**config.mk**
```make
export PLATFORM = sky130hd
export DESIGN_NAME = clock_set_ctrl
export DESIGN_NICKNAME = d
export VERILOG_FILES = /design/src/rtl/clock_pkg.sv /design/src/rtl/bcd2_counter.sv /design/src/rtl/clock_set_ctrl.sv
export SDC_FILE = /design/constraint.sdc
export NUM_CORES = 1
export LEC_CHECK = 0
export CORE_MARGIN = 1.5
export CORE_UTILIZATION = 52
export DETAILED_ROUTE_END_ITERATION = 10
export PLACE_DENSITY_LB_ADDON = 0.12
export SYNTH_ARGS = -nofsm -noshare
export SYNTH_HDL_FRONTEND = slang
export SYNTH_HIERARCHICAL = 1
export SYNTH_SLANG_ARGS = --single-unit
```
**constraint.sdc**
```tcl
create_clock -name clk -period 5.3 [get_ports clk]
set_clock_uncertainty 0.2 [all_clocks]
set_input_delay 1.06 -clock clk [delete_from_list [all_inputs] [get_ports clk]]
set_output_delay 1.06 -clock clk [all_outputs]
set_load 0.005 [all_outputs]
```
**src/rtl/clock_pkg.sv**
```systemverilog
// Shared types and constants for the HH:MM:SS time-keeping / time-setting controller.
package clock_pkg;

   typedef enum logic [1:0] {
      ST_RUN    = 2'd0,
      ST_SET_HH = 2'd1,
      ST_SET_MM = 2'd2,
      ST_SET_SS = 2'd3
   } clk_state_t;

   localparam logic [1:0] SEL_HH   = 2'b00;
   localparam logic [1:0] SEL_MM   = 2'b01;
   localparam logic [1:0] SEL_SS   = 2'b10;
   localparam logic [1:0] SEL_NONE = 2'b11;

   localparam logic [7:0] HH_MAX = 8'h23;
   localparam logic [7:0] MS_MAX = 8'h59;

   // Plain two-digit BCD increment; the limit wrap is applied by the caller.
   function automatic logic [7:0] bcd_inc(input logic [7:0] v);
      logic [7:0] r;
      if (v[3:0] == 4'h9) begin
         r = {v[7:4] + 4'h1, 4'h0};
      end else begin
         r = {v[7:4], v[3:0] + 4'h1};
      end
      return r;
   endfunction

endpackage

```
**src/rtl/bcd2_counter.sv**
```systemverilog
// Two-digit BCD counter; wrap flags the increment that passes MAX and is fed back to load.
module bcd2_counter
   import clock_pkg::*;
#(
   parameter logic [7:0] MAX  = MS_MAX,
   parameter logic [7:0] INIT = 8'h00
) (
   input  logic       clk,
   input  logic       rst_n,
   input  logic       inc,
   input  logic       load,
   input  logic [7:0] load_val,
   output logic [7:0] value,
   output logic       wrap
);

   logic [7:0] value_q, value_d;

   assign wrap  = inc & (value_q == MAX);
   assign value = value_q;

   always_comb begin
      value_d = value_q;
      if (load) begin
         value_d = load_val;
      end else if (inc) begin
         value_d = bcd_inc(value_q);
      end
   end

   always_ff @(posedge clk or negedge rst_n) begin
      if (!rst_n) begin
         value_q <= INIT;
      end else begin
         value_q <= value_d;
      end
   end

endmodule

```
**src/rtl/clock_set_ctrl.sv**
```systemverilog
// Time-keeping and setting controller: BCD HH:MM:SS with RUN / SET_xx mode FSM.
// Optional hold-to-repeat on btn_inc is built when CLOCK_SET_AUTOREPEAT_EN is defined.
//
// state     | meaning
// ST_RUN    | time advances on tick_1hz, no field selected
// ST_SET_HH | time frozen, btn_inc bumps hours, hours blink
// ST_SET_MM | time frozen, btn_inc bumps minutes, minutes blink
// ST_SET_SS | time frozen, btn_inc bumps seconds, seconds blink
module clock_set_ctrl
   import clock_pkg::*;
#(
   parameter logic [7:0] INIT_HH    = 8'h12,
   parameter logic [7:0] INIT_MM    = 8'h00,
   parameter logic [7:0] INIT_SS    = 8'h00,
   parameter int         HOLD_TICKS = 2
) (
   input  logic       clk,
   input  logic       rst_n,
   input  logic       tick_1hz,
   input  logic       tick_2hz,
   input  logic       btn_mode,
   input  logic       btn_inc,
   output logic [7:0] hh,
   output logic [7:0] mm,
   output logic [7:0] ss,
   output logic       blink_en,
   output logic [1:0] blink_sel
);

   clk_state_t state_q, state_d;
   logic       mode_prev_q, inc_prev_q;
   logic       blink_en_q, blink_en_d;
   logic [1:0] blink_sel_q, blink_sel_d;

   logic mode_press, inc_press, in_set, repeat_inc, field_inc;
   logic hh_inc, mm_inc, ss_inc;
   logic hh_wrap, mm_wrap, ss_wrap;

   assign mode_press = btn_mode & ~mode_prev_q;
   assign inc_press  = btn_inc & ~inc_prev_q;
   assign in_set     = (state_q != ST_RUN);

`ifdef CLOCK_SET_AUTOREPEAT_EN
   localparam logic [7:0] HOLD_LIM = 8'(HOLD_TICKS);

   logic [7:0] hold_cnt_q, hold_cnt_d;

   always_comb begin
      hold_cnt_d = hold_cnt_q;
      repeat_inc = 1'b0;
      if (!in_set || !btn_inc || mode_press) begin
         hold_cnt_d = '0;
      end else if (tick_2hz) begin
         if (hold_cnt_q >= HOLD_LIM) begin
            repeat_inc = 1'b1;
         end else begin
            hold_cnt_d = hold_cnt_q + 8'd1;
         end
      end
   end

   always_ff @(posedge clk or negedge rst_n) begin
      if (!rst_n) begin
         hold_cnt_q <= '0;
      end else begin
         hold_cnt_q <= hold_cnt_d;
      end
   end
`else
   assign repeat_inc = 1'b0;
`endif

   // A mode press on the same edge swallows any pending increment.
   assign field_inc = in_set & ~mode_press & (inc_press | repeat_inc);

   assign ss_inc = in_set ? (field_inc & (state_q == ST_SET_SS)) : tick_1hz;
   assign mm_inc = in_set ? (field_inc & (state_q == ST_SET_MM)) : ss_wrap;
   assign hh_inc = in_set ? (field_inc & (state_q == ST_SET_HH)) : mm_wrap;

   always_comb begin
      state_d = state_q;
      if (mode_press) begin
         case (state_q)
            ST_RUN:    state_d = ST_SET_HH;
            ST_SET_HH: state_d = ST_SET_MM;
            ST_SET_MM: state_d = ST_SET_SS;
            default:   state_d = ST_RUN;
         endcase
      end
   end

   always_comb begin
      blink_sel_d = SEL_NONE;
      case (state_d)
         ST_SET_HH: blink_sel_d = SEL_HH;
         ST_SET_MM: blink_sel_d = SEL_MM;
         ST_SET_SS: blink_sel_d = SEL_SS;
         default:   blink_sel_d = SEL_NONE;
      endcase
   end

   always_comb begin
      blink_en_d = blink_en_q;
      if ((state_d == ST_RUN) || (state_d != state_q) || field_inc) begin
         blink_en_d = 1'b0;
      end else if (tick_2hz) begin
         blink_en_d = ~blink_en_q;
      end
   end

   always_ff @(posedge clk or negedge rst_n) begin
      if (!rst_n) begin
         state_q     <= ST_RUN;
         mode_prev_q <= 1'b1;
         inc_prev_q  <= 1'b1;
         blink_en_q  <= 1'b0;
         blink_sel_q <= SEL_NONE;
      end else begin
         state_q     <= state_d;
         mode_prev_q <= btn_mode;
         inc_prev_q  <= btn_inc;
         blink_en_q  <= blink_en_d;
         blink_sel_q <= blink_sel_d;
      end
   end

   bcd2_counter #(.MAX(MS_MAX), .INIT(INIT_SS)) u_ss (
      .clk      (clk),
      .rst_n    (rst_n),
      .inc      (ss_inc),
      .load     (ss_wrap),
      .load_val (8'h00),
      .value    (ss),
      .wrap     (ss_wrap)
   );

   bcd2_counter #(.MAX(MS_MAX), .INIT(INIT_MM)) u_mm (
      .clk      (clk),
      .rst_n    (rst_n),
      .inc      (mm_inc),
      .load     (mm_wrap),
      .load_val (8'h00),
      .value    (mm),
      .wrap     (mm_wrap)
   );

   bcd2_counter #(.MAX(HH_MAX), .INIT(INIT_HH)) u_hh (
      .clk      (clk),
      .rst_n    (rst_n),
      .inc      (hh_inc),
      .load     (hh_wrap),
      .load_val (8'h00),
      .value    (hh),
      .wrap     (hh_wrap)
   );

   assign blink_en  = blink_en_q;
   assign blink_sel = blink_sel_q;

endmodule

```
# == Yosys cells after proc, flatten, opt, wreduce, memory -nomap -nowiden ==
# Index checks and enable logic that the tools add are counted.
# op_classes
add_sub_neg,6
n_eq_ne,13
n_mux,17
bitwise_logic,14
n_reduce_logical,15
# ops
cell,count
8-bit two-way mux,9
"4-bit by 1-bit adder with 4-bit output, second input constant",6
"8-bit by 7-bit == test with 1-bit output, second input constant",2
2-bit nonzero test,8
"4-bit == test, second input constant",3
2-bit one-hot mux with 3 select lines,2
1-bit bitwise AND,10
"2-bit == test, second input constant",4
"8-bit by 6-bit == test with 1-bit output, second input constant",1
2-bit AND reduction,3
1-bit two-way mux,5
"2-bit by 1-bit == test with 1-bit output, second input constant",2
2-bit zero test,2
1-bit inverter,4
1-bit logical OR,2
2-bit two-way mux,1
2-bit != test,1
# word_totals
ff_bits,31
input_bits,6
out_inout_bits,27
elab_cells,76

# == Logic depth before layout (Yosys ltp) ==
# Gate-level depths: netlist of run 1.
# logic_depth
depth_word,14
ltp_mapped,17
depth_no_buf,16

# == Hierarchy ==
# Netlist of run 1, hierarchy kept.
# by_module_without_submodules
module,n_inst,cells_each,area_per_inst_um2,seq_area_each_um2
bcd2_counter (u_mm ...),2,54,490.5,200.2
bcd2_counter (u_hh),1,53,496.7,202.7
clock_set_ctrl,1,34,402.9,180.2

# == Least setup slack after synthesis of run 1 ==
# OpenSTA, ideal clock, no wires.
# synth_timing
path_type,in2reg
from,input btn_mode
to,register u_hh.value_q[5] (netlist: u_hh/value[5])
setup_ps,121
t_arrival_ps,4507
t_required_ps,4979
setup_slack_ps,472
path_stages,14
path_buffers,1
cell_sequence,nand2b_1 -> and3_4 -> a22o_2 -> nand4b_4 -> nor4_1 -> a22o_2 -> nand4b_4 -> nor4_1 -> a22o_2 -> and3_2 -> and3_1 -> clkbuf_1 -> clkinv_1 -> o22a_1
# synth_via
elab_chain_cells,13
word_cells_on_any_way,17
classes_between,mux (4); bitwise (10); reduce/logical (3)
# synth_rtl
element,line_no,source
start: declaration,clock_set_ctrl.sv:21,"input logic btn_mode,"
1-bit bitwise AND *,clock_set_ctrl.sv:39,assign mode_press = btn_mode & ~mode_prev_q;
1-bit inverter *,clock_set_ctrl.sv:74,assign field_inc = in_set & ~mode_press & (inc_press | repeat_inc);
1-bit bitwise AND * (2 in series),clock_set_ctrl.sv:74,
1-bit bitwise AND *,clock_set_ctrl.sv:76,assign ss_inc = in_set ? (field_inc & (state_q == ST_SET_SS)) : tick_1hz;
1-bit two-way mux *,clock_set_ctrl.sv:76,
net ss_inc,clock_set_ctrl.sv:36,"logic hh_inc, mm_inc, ss_inc;"
1-bit bitwise AND *,bcd2_counter.sv:19,assign wrap = inc & (value_q == MAX);
net ss_wrap,clock_set_ctrl.sv:37,"logic hh_wrap, mm_wrap, ss_wrap;"
[1 not listed],n/a,
net mm_inc,clock_set_ctrl.sv:36,
1-bit bitwise AND *,bcd2_counter.sv:19,
net mm_wrap,clock_set_ctrl.sv:37,
1-bit two-way mux *,clock_set_ctrl.sv:78,assign hh_inc = in_set ? (field_inc & (state_q == ST_SET_HH)) : mm_wrap;
net hh_inc,clock_set_ctrl.sv:36,
1-bit bitwise AND *,bcd2_counter.sv:19,
net hh_wrap,clock_set_ctrl.sv:37,
2-bit nonzero test (no source line),n/a,
2-bit AND reduction (no source line),n/a,
end signal: assignment,bcd2_counter.sv:35,value_q <= value_d;
end: declaration,bcd2_counter.sv:17,"logic [7:0] value_q, value_d;"
# Mark *: on every way through the listed nets, which the timed path passes. The rest lies on a longest branch.
# A chain may end at the register's enable or synchronous reset.

# == Final worst setup path of run 1 ==
# layout_timing
from,input btn_mode
to,register u_hh.value_q[6] (netlist: u_hh/value[6])
# Same word-level chain as after synthesis.

==> results of run 1 <==
==> cell usage in the layout, fill, tap and decap left out, types with 2 or more instances in the layout <==
master / instances
nand4b_4: 3
xor2_1: 2
ha_1: 11
nand2_1: 27
nand2b_1: 4
nor2_1: 11
or4_1: 11
clkdlybuf4s50_1: 32
nand4b_1: 2
buf_4: 3
nand3_1: 9
xnor2_1: 6
o31ai_1: 2
o21a_1: 2
or3_1: 3
dfstp_2: 6
nor4_2: 2
inv_1: 9
o211ai_1: 8
nor4_1: 2
a31oi_1: 7
a22o_2: 3
clkbuf_4: 5
dfrtp_1: 25
o21ai_0: 13
conb_1: 24
o311ai_0: 2
nor2b_1: 6
and4b_2: 3
==> sequential cells by signal, summed over array words and instances (netlist names) <==
signal,cells
u_hh/value,8
u_mm/value,8
inc_prev_q,1
u_ss/value,8
mode_prev_q,1
state_q,2
blink_sel,2
blink_en,1
==> path summary, 6_finish.rpt <==
check,from,endpoint,cells after the start
hold reg to reg,u_hh/value[4]$_DFFE_PN1P_,u_hh/value[4]$_DFFE_PN1P_,2
hold / removal,u_hh/value[4]$_DFFE_PN1P_,u_hh/value[4]$_DFFE_PN1P_,2
max in group asynchronous,rst_n,inc_prev_q$_DFF_PN1_,2
setup / recovery,btn_mode,u_hh/value[6]$_DFFE_PN0P_,15
min in group asynchronous,rst_n,u_ss/value[1]$_DFFE_PN0P_,2
setup reg to reg,state_q[0]$_DFF_PN0_,u_hh/value[6]$_DFFE_PN0P_,16
==> through the flow <==
stage	utilization	power [mW]	hold slack, ns	area, sq um
floorplan	-	0.619	0.330	1970
global placement	0.694	0.784	0.348	2350
detailed placement	0.694	0.794	0.366	2350
CTS	0.711	0.942	0.384	2410
global route	0.711	1.01	0.429	2410
finish	0.711	0.933	0.379	2410
==> power by group through the flow <==
stage	clock, mW	combinational (mW)	sequential (mW)
floorplan	0	0.225	0.394
global placement	0	0.356	0.428
detailed placement	0	0.364	0.430
CTS	0.152	0.364	0.426
global route	0.165	0.401	0.442
finish	0.147	0.360	0.426
==> synthesized netlist by cell type, types with 6 or more instances <==
master | instances | area [sq um]
a31oi_1 | 7 | 43.8
clkbuf_1 | 6 | 22.5
dfrtp_1 | 25 | 626
dfstp_2 | 6 | 158
ha_1 | 11 | 138
inv_1 | 9 | 33.8
nand2_1 | 27 | 101
nand3_1 | 9 | 45.0
nor2_1 | 11 | 41.3
nor2b_1 | 6 | 37.5
o211ai_1 | 8 | 60.1
o21ai_0 | 13 | 65.1
or4_1 | 11 | 82.6
xnor2_1 | 6 | 52.6
==> per-layer routing <==
| metal | GRT usage | routed length (um) | part of all wire | vias to the layer above |
|---|---|---|---|---|
| met5 | 0 | 0 | 0 | - |
| met4 | 0.0611 | 34 | 0.0092 | 0 |
| met3 | 0.0589 | 136 | 0.037 | 4 |
| met2 | 0.320 | 1720 | 0.47 | 28 |
| met1 | 0.287 | 1790 | 0.49 | 748 |
| li1 | - | - | - | 807 |
==> kinds of logic after synthesis <==
family,Yosys count
simple gates,87
compound gates,40
flops,31
buf+inv,16
fa+ha+maj,11
xor+xnor,8
other cells,1
mux,1
==> cell type report <==
cell class                 instances  area share
clock buffer                       7      0.0228
timing repair buffer              35       0.142
clock inverter                     1     0.00208
inverter                          10      0.0156
sequential                        31       0.325
tap                               46      0.0239
multi-input combinational        171       0.469
==> worst register-to-register path: stages, from the launching register on <==
cell and delay [ns]:
dfrtp_1 0.43, inv_1 0.09, ha_1 0.28, nor2_1 0.14, and3_4 0.22, a22o_2 0.21
nand4b_4 0.16, nor4_1 0.38, a22o_2 0.30, nand4b_4 0.17, nor4_2 0.29, a22o_2 0.27
and3_2 0.21, and3_1 0.31, clkinv_1 0.31, o211ai_1 0.19, nand3_1 0.10
==> impl_metrics.ini, run 1 <==
[status]
status = finished, final reports clean

[power]
clockPowerShare = 0.158
power_leakage_nw = 1.07
power_frac_seq = 0.456
p_int_uw = 595
p_comb_frac = 0.386
p_sw_frac = 0.362
p_sw_uw = 338
max-vdd-ir-drop_mv = 0.284
powerDensity_nw_per_um2 = 387

[die]
std_cell_rows = 21
ios = 33
fp.dieW_um = 63.1
coreArea_sq_um = 3390
die_area_sq_um = 3990
start_util = 0.555
die_h_um = 63.1

[clocking]
htree_levels = 2
clk-insertion-delay-late_ns = 0.33
numCtsBuffers = 5
cts_sinks = 31
clock_path_buffers = 2
postCtsSetupBuffers = 0
cts.reportedPaths.clkPinSlew_ns = 0.11
hold_buffers = 0
cts_tree = done
ctsResizeCount = 0
root_buffer = clkbuf_4

[finish]
fillCellCount = 254
antenna_cells = 0
area_delta_synth_final_pct = 28.2
seqCellArea_sq_um = 783
multiInputGateArea_sq_um = 1130
drive_above_1_share = 0.122
final_cells = 301
nNetsFinal = 271

[yosys]
synth-edff-count = 0
syn_area_sq_um = 1880
ys_seq_area_frac = 0.417
synth.distinct_cells = 36
ys.flop_type = dfrtp_1
muxShareOfSynthArea = 0.00599
async_reset_ff_frac = 1.00
synth_adder_area_share = 0.0732
synthCells = 195
synth-compound-area-share = 0.146
yosys.area_share.simple = 0.287
synth_top_family_by_area = simple AND/OR/NAND/NOR gates
synth_xor_area_frac = 0.0373
ys_seq_elements = 31
yosysWarningCount = 6
avgSynthCellArea_sq_um = 9.64

[critical_path]
cpMostUsedCell = a22o_2
crit_type = in -> reg
slowest_delay_ns = 0.42
rrSetupSlack_ns = 0.94
cpLargestDelayFamily = simple AND/OR/NAND/NOR gates
worstPathCellList = clkdlybuf4s50_1 -> nand2b_1 -> and3_4 -> a22o_2 -> nand4b_4 -> nor4_1 -> a22o_2 -> nand4b_4 -> nor4_2 -> a22o_2 -> and3_2 -> and3_1 -> clkinv_1 -> o211ai_1 -> nand3_1
cp.arrival_ns = 4.85
cp.required_ns = 5.32
end_kind = register
cp_max_fo = 10
cp-start-kind = primary input
path_buf_inv = 2
cp_slowest_cell = clkdlybuf4s50_1

[timing]
fmax_mhz = 207
rsz0062_at_grt = no
fin_crit_sh = 0.910
hold_viol = 0
period_minus_slack_ns = 4.82
finalWorstSetupSlack_ns = 0.476
final.setup.tns_ns = 0
slew_viol_final = 0
setup_viol = 0

[hold_path]
hp-class = reg -> reg

[routing]
vias_per_cell = 5.27
wl_um = 3680
drt_iter0_markers = 91
route.detailed.drc = 0
wl_per_cell_um = 12.2
dr.pass1.iters = 4
vias = 1587
ant_nets = 0

[placement]
place_congestion = 0.797
portBuffers = 32
dp_hpwl_um = 2600
pre_cts_slack_ns = 0.110
dp_cells = 293

[global_route]
grt-ovfl-total = 0
grt_max_degree = 32
track_usage = 0.208
antenna_found_initial = 0
grt_pass1_wl_um = 6620
grt_pass1_vias = 1477

[run]
drv_cap = 0
(Power assumes the default switching activity.)
==> run 2: changes to the inputs <==
- CORE_UTILIZATION: 52 -> 49
- GPL_ROUTABILITY_DRIVEN: default -> 0
- SKIP_CTS_REPAIR_TIMING: default -> 1
==> run 2 against run 1 <==
Die area grew 5.8%. Total power grew 4.3%. Design area grew 1.3%.
==> impl_metrics.ini, run 2 (synthesis results as in run 1) <==
[run]
drv_cap = 0

[critical_path]
cp-start-kind = primary input
crit_type = in -> reg
rrSetupSlack_ns = 0.99
cp.required_ns = 5.28
cp.arrival_ns = 4.79
end_kind = register
cp_max_fo = 10

[hold_path]
hp-class = reg -> reg

[power]
p_comb_frac = 0.371
power_leakage_nw = 1.07
powerDensity_nw_per_um2 = 399
p_sw_frac = 0.360
p_int_uw = 623
clockPowerShare = 0.193
max-vdd-ir-drop_mv = 0.278
p_sw_uw = 351
power_frac_seq = 0.436

[timing]
slew_viol_final = 0
fmax_mhz = 208
final.setup.tns_ns = 0
rsz0062_at_grt = no
period_minus_slack_ns = 4.81
setup_viol = 0
finalWorstSetupSlack_ns = 0.495
hold_viol = 0
fin_crit_sh = 0.907

[routing]
vias_per_cell = 5.15
drt_iter0_markers = 106
ant_nets = 0
wl_um = 3740
vias = 1561
dr.pass1.iters = 4
wl_per_cell_um = 12.3
route.detailed.drc = 0

[global_route]
track_usage = 0.202
grt_max_degree = 32
grt-ovfl-total = 0
grt_pass1_vias = 1445
grt_pass1_wl_um = 6580
antenna_found_initial = 0

[clocking]
cts_sinks = 31
numCtsBuffers = 5
cts.reportedPaths.clkPinSlew_ns = 0.07
htree_levels = 2
root_buffer = clkbuf_8
clk-insertion-delay-late_ns = 0.29
cts_tree = done
clock_path_buffers = 2

[die]
die_area_sq_um = 4220
fp.dieW_um = 65.0
std_cell_rows = 22
ios = 33
coreArea_sq_um = 3660
start_util = 0.514
die_h_um = 65.0

[finish]
area_delta_synth_final_pct = 29.9
drive_above_1_share = 0.125
final_common_cell = clkdlybuf4s50_1
mostFrequentLayoutCells = clkdlybuf4s50_1, nand2_1, dfrtp_1, conb_1, o21ai_0
antenna_cells = 0
final_cells = 303
nNetsFinal = 271
fillCellCount = 297

[placement]
pre_cts_slack_ns = 0.171
dp_cells = 295
portBuffers = 32
dp_hpwl_um = 2710

[status]
status = finished, final reports clean
==> run 2: cell types whose count changed in the layout (fill, tap and decap cells not counted), sizes merged <==
cell	change
clkbuf	-2
clkinvlp	+2
==> run 2: layout make-up <==
class	count	area, sq um	area share
sequential	31	783	0.321
inverter	10	37.5	0.0154
clock inverter	3	20.0	0.00820
timing repair buffer	35	343	0.140
clock buffer	5	68.8	0.0282
multi-input combinational	171	1130	0.463
tap	48	60.1	0.0246
==> run 2: final timing paths <==
path / start / to / cells past startpoint
worst min-delay path: u_hh/value[4]$_DFFE_PN1P_ / u_hh/value[4]$_DFFE_PN1P_ / 2
worst min register to register: u_hh/value[4]$_DFFE_PN1P_ / u_hh/value[4]$_DFFE_PN1P_ / 2
worst max-delay path: btn_mode / u_hh/value[5]$_DFFE_PN0P_ / 14
worst max register to register: state_q[0]$_DFF_PN0_ / u_hh/value[5]$_DFFE_PN0P_ / 15
min in group asynchronous: rst_n / u_hh/value[6]$_DFFE_PN0P_ / 2
max in group asynchronous: rst_n / u_hh/value[4]$_DFFE_PN1P_ / 2
==> run 2: worst max-delay path, stage by stage <==
cell             delay [ns]
clkdlybuf4s50_1        0.42
nand2b_1               0.20
and3_4                 0.26
a22o_2                 0.21
nand4b_4               0.16
nor4_2                 0.29
a22o_2                 0.27
nand4b_4               0.15
nor4_1                 0.38
a22o_2                 0.30
and3_2                 0.21
and3_1                 0.30
clkinv_1               0.29
o22a_1                 0.28
==> run 2: stage by stage <==
step	util	total power [mW]	instance area [sq um]	hold slack (ns)
2_1_floorplan	-	0.619	1970	0.330
3_3_place_gp	0.643	0.790	2350	0.348
3_5_place_dp	0.643	0.794	2350	0.352
4_1_cts	0.667	0.984	2440	0.363
5_1_grt	0.667	1.05	2440	0.408
6_report	0.667	0.974	2440	0.357
==> run 2: metal layers <==
layer,part of all wire,vias up,global-route usage
met2,0.48,36,0.330
met3,0.044,5,0.0521
met1,0.46,716,0.260
met5,0,-,0
met4,0.014,0,0.0718
li1,-,804,-
==> run 2: power by group through the flow <==
stage               Sequential, mW  Combinational [mW]  Clock (mW)
floorplan                    0.394               0.225           0
global placement             0.428               0.362           0
detailed placement           0.430               0.363           0
CTS                          0.427               0.366       0.191
global route                 0.442               0.406       0.200
finish                       0.424               0.361       0.188
==> run 3: changes to the inputs <==
- CELL_PAD_IN_SITES_DETAIL_PLACEMENT: default -> 1
- CELL_PAD_IN_SITES_GLOBAL_PLACEMENT: default -> 1
- CORE_UTILIZATION: 49 -> 40
==> run 3 against run 2 <==
The run now ends with DRC left. Hold slack worse by 0.0010 ns. Combinational power up 2%. Die area rose by 21%. Via count rose by 3.5%. Worst setup slack gained 0.23 ns. Fmax is 5.1% higher. Clock-buffer cell count up 3. Cell count rose by 1.7%. Critical path type unchanged.
==> impl_metrics.ini, run 3 (synthesis results as in run 1) <==
[critical_path]
slowest_delay_ns = 0.42
cp_max_fo = 10
cp.arrival_ns = 4.55
path_buf_inv = 2
cpMostUsedCell = a22o_2
end_kind = register
rrSetupSlack_ns = 1.18
cpLargestDelayFamily = simple AND/OR/NAND/NOR gates
cp_slowest_cell = clkdlybuf4s50_1
cp.required_ns = 5.28
cp-start-kind = primary input
crit_type = in -> reg
worstPathCellList = clkdlybuf4s50_1 -> nand2b_1 -> and3_4 -> a22o_2 -> nand4b_4 -> nor4_2 -> a22o_2 -> nand4b_4 -> nor4_2 -> a22o_2 -> and3_2 -> and3_1 -> clkinv_1 -> o211ai_1 -> nand3_1

[finish]
area_delta_synth_final_pct = 31.5
postLayoutCoreUtil = 0.556
nNetsFinal = 272
mostFrequentLayoutCells = clkdlybuf4s50_1, nand2_1, dfrtp_1, conb_1, o21ai_0
drive_above_1_share = 0.129
final_common_cell = clkdlybuf4s50_1
antenna_cells = 0

[status]
violations = DRC
status = finished with violations

[routing]
ant_nets = 0
drt_iter0_markers = 96
wl_per_cell_um = 14.3
route.detailed.drc = 1
dr.pass1.iters = 9
vias = 1616
wl_um = 4410
vias_per_cell = 5.25

[global_route]
track_usage = 0.198
antenna_found_initial = 0
grt-ovfl-total = 0
grt_pass1_wl_um = 7810
grt_max_degree = 32
grt_pass1_vias = 1636

[timing]
setup_viol = 0
slew_viol_final = 0
final.setup.tns_ns = 0
period_minus_slack_ns = 4.57
finalWorstSetupSlack_ns = 0.726
fmax_mhz = 219
rsz0062_at_grt = no
fin_crit_sh = 0.863
hold_viol = 0

[clocking]
cts.reportedPaths.clkPinSlew_ns = 0.07
htree_levels = 2
cts_tree = done
root_buffer = clkbuf_8
numCtsBuffers = 5
cts_sinks = 31
clock_path_buffers = 2
clk-insertion-delay-late_ns = 0.30

[run]
drv_cap = 0

[die]
std_cell_rows = 24
die_area_sq_um = 5120
fp.dieW_um = 71.6
start_util = 0.423
ios = 33
coreArea_sq_um = 4440
die_h_um = 71.6

[power]
powerDensity_nw_per_um2 = 409
max-vdd-ir-drop_mv = 0.266
fin_total_pwr_mw = 1.01
power_leakage_nw = 1.09

[placement]
pre_cts_slack_ns = 0.394
dp_hpwl_um = 3050
portBuffers = 32

[hold_path]
hp-class = reg -> reg
-- run 3: worst min-delay path, stage by stage, from the launching register on --
cell      delay, ns
dfstp_2        0.40
o211ai_1       0.08
nand3_1        0.07
-- run 3: layout make-up --
type,instances,area (sq um)
tap,52,65.1
inverter,10,37.5
fill,522,1970
multi-input combinational,171,1140
sequential,31,783
timing repair buffer,36,350
clock buffer,8,100
-- run 3: report_power, final --
group	switching (mW)	internal, mW	total, mW
clock	0.0943	0.119	0.213
sequential	0.117	0.313	0.429
combinational	0.150	0.220	0.370
total	0.361	0.651	1.01
-- run 3: metal layers --
layer,GRT usage,share of wire
met4,0.0797,0.016
met1,0.264,0.47
met3,0.0520,0.032
met2,0.308,0.48
met5,0,0
-- run 3: final timing paths --
check                           cells past startpoint                      start                        end
max in group asynchronous                           2                      rst_n       inc_prev_q$_DFF_PN1_
worst min register to register                      2  u_hh/value[4]$_DFFE_PN1P_  u_hh/value[4]$_DFFE_PN1P_
worst max-delay path                               15                   btn_mode  u_hh/value[6]$_DFFE_PN0P_
min in group asynchronous                           2                      rst_n  u_ss/value[3]$_DFFE_PN0P_
worst max register to register                     16       state_q[0]$_DFF_PN0_  u_hh/value[6]$_DFFE_PN0P_
worst min-delay path                                2  u_hh/value[4]$_DFFE_PN1P_  u_hh/value[4]$_DFFE_PN1P_
-- run 3: stage by stage --
step	instances	cell area (sq um)	hold slack [ns]
CTS	308	2470	0.365
global placement	300	2370	0.347
detailed placement	300	2370	0.356
global route	308	2470	0.392
finish	308	2470	0.356
floorplan	218	1970	0.330
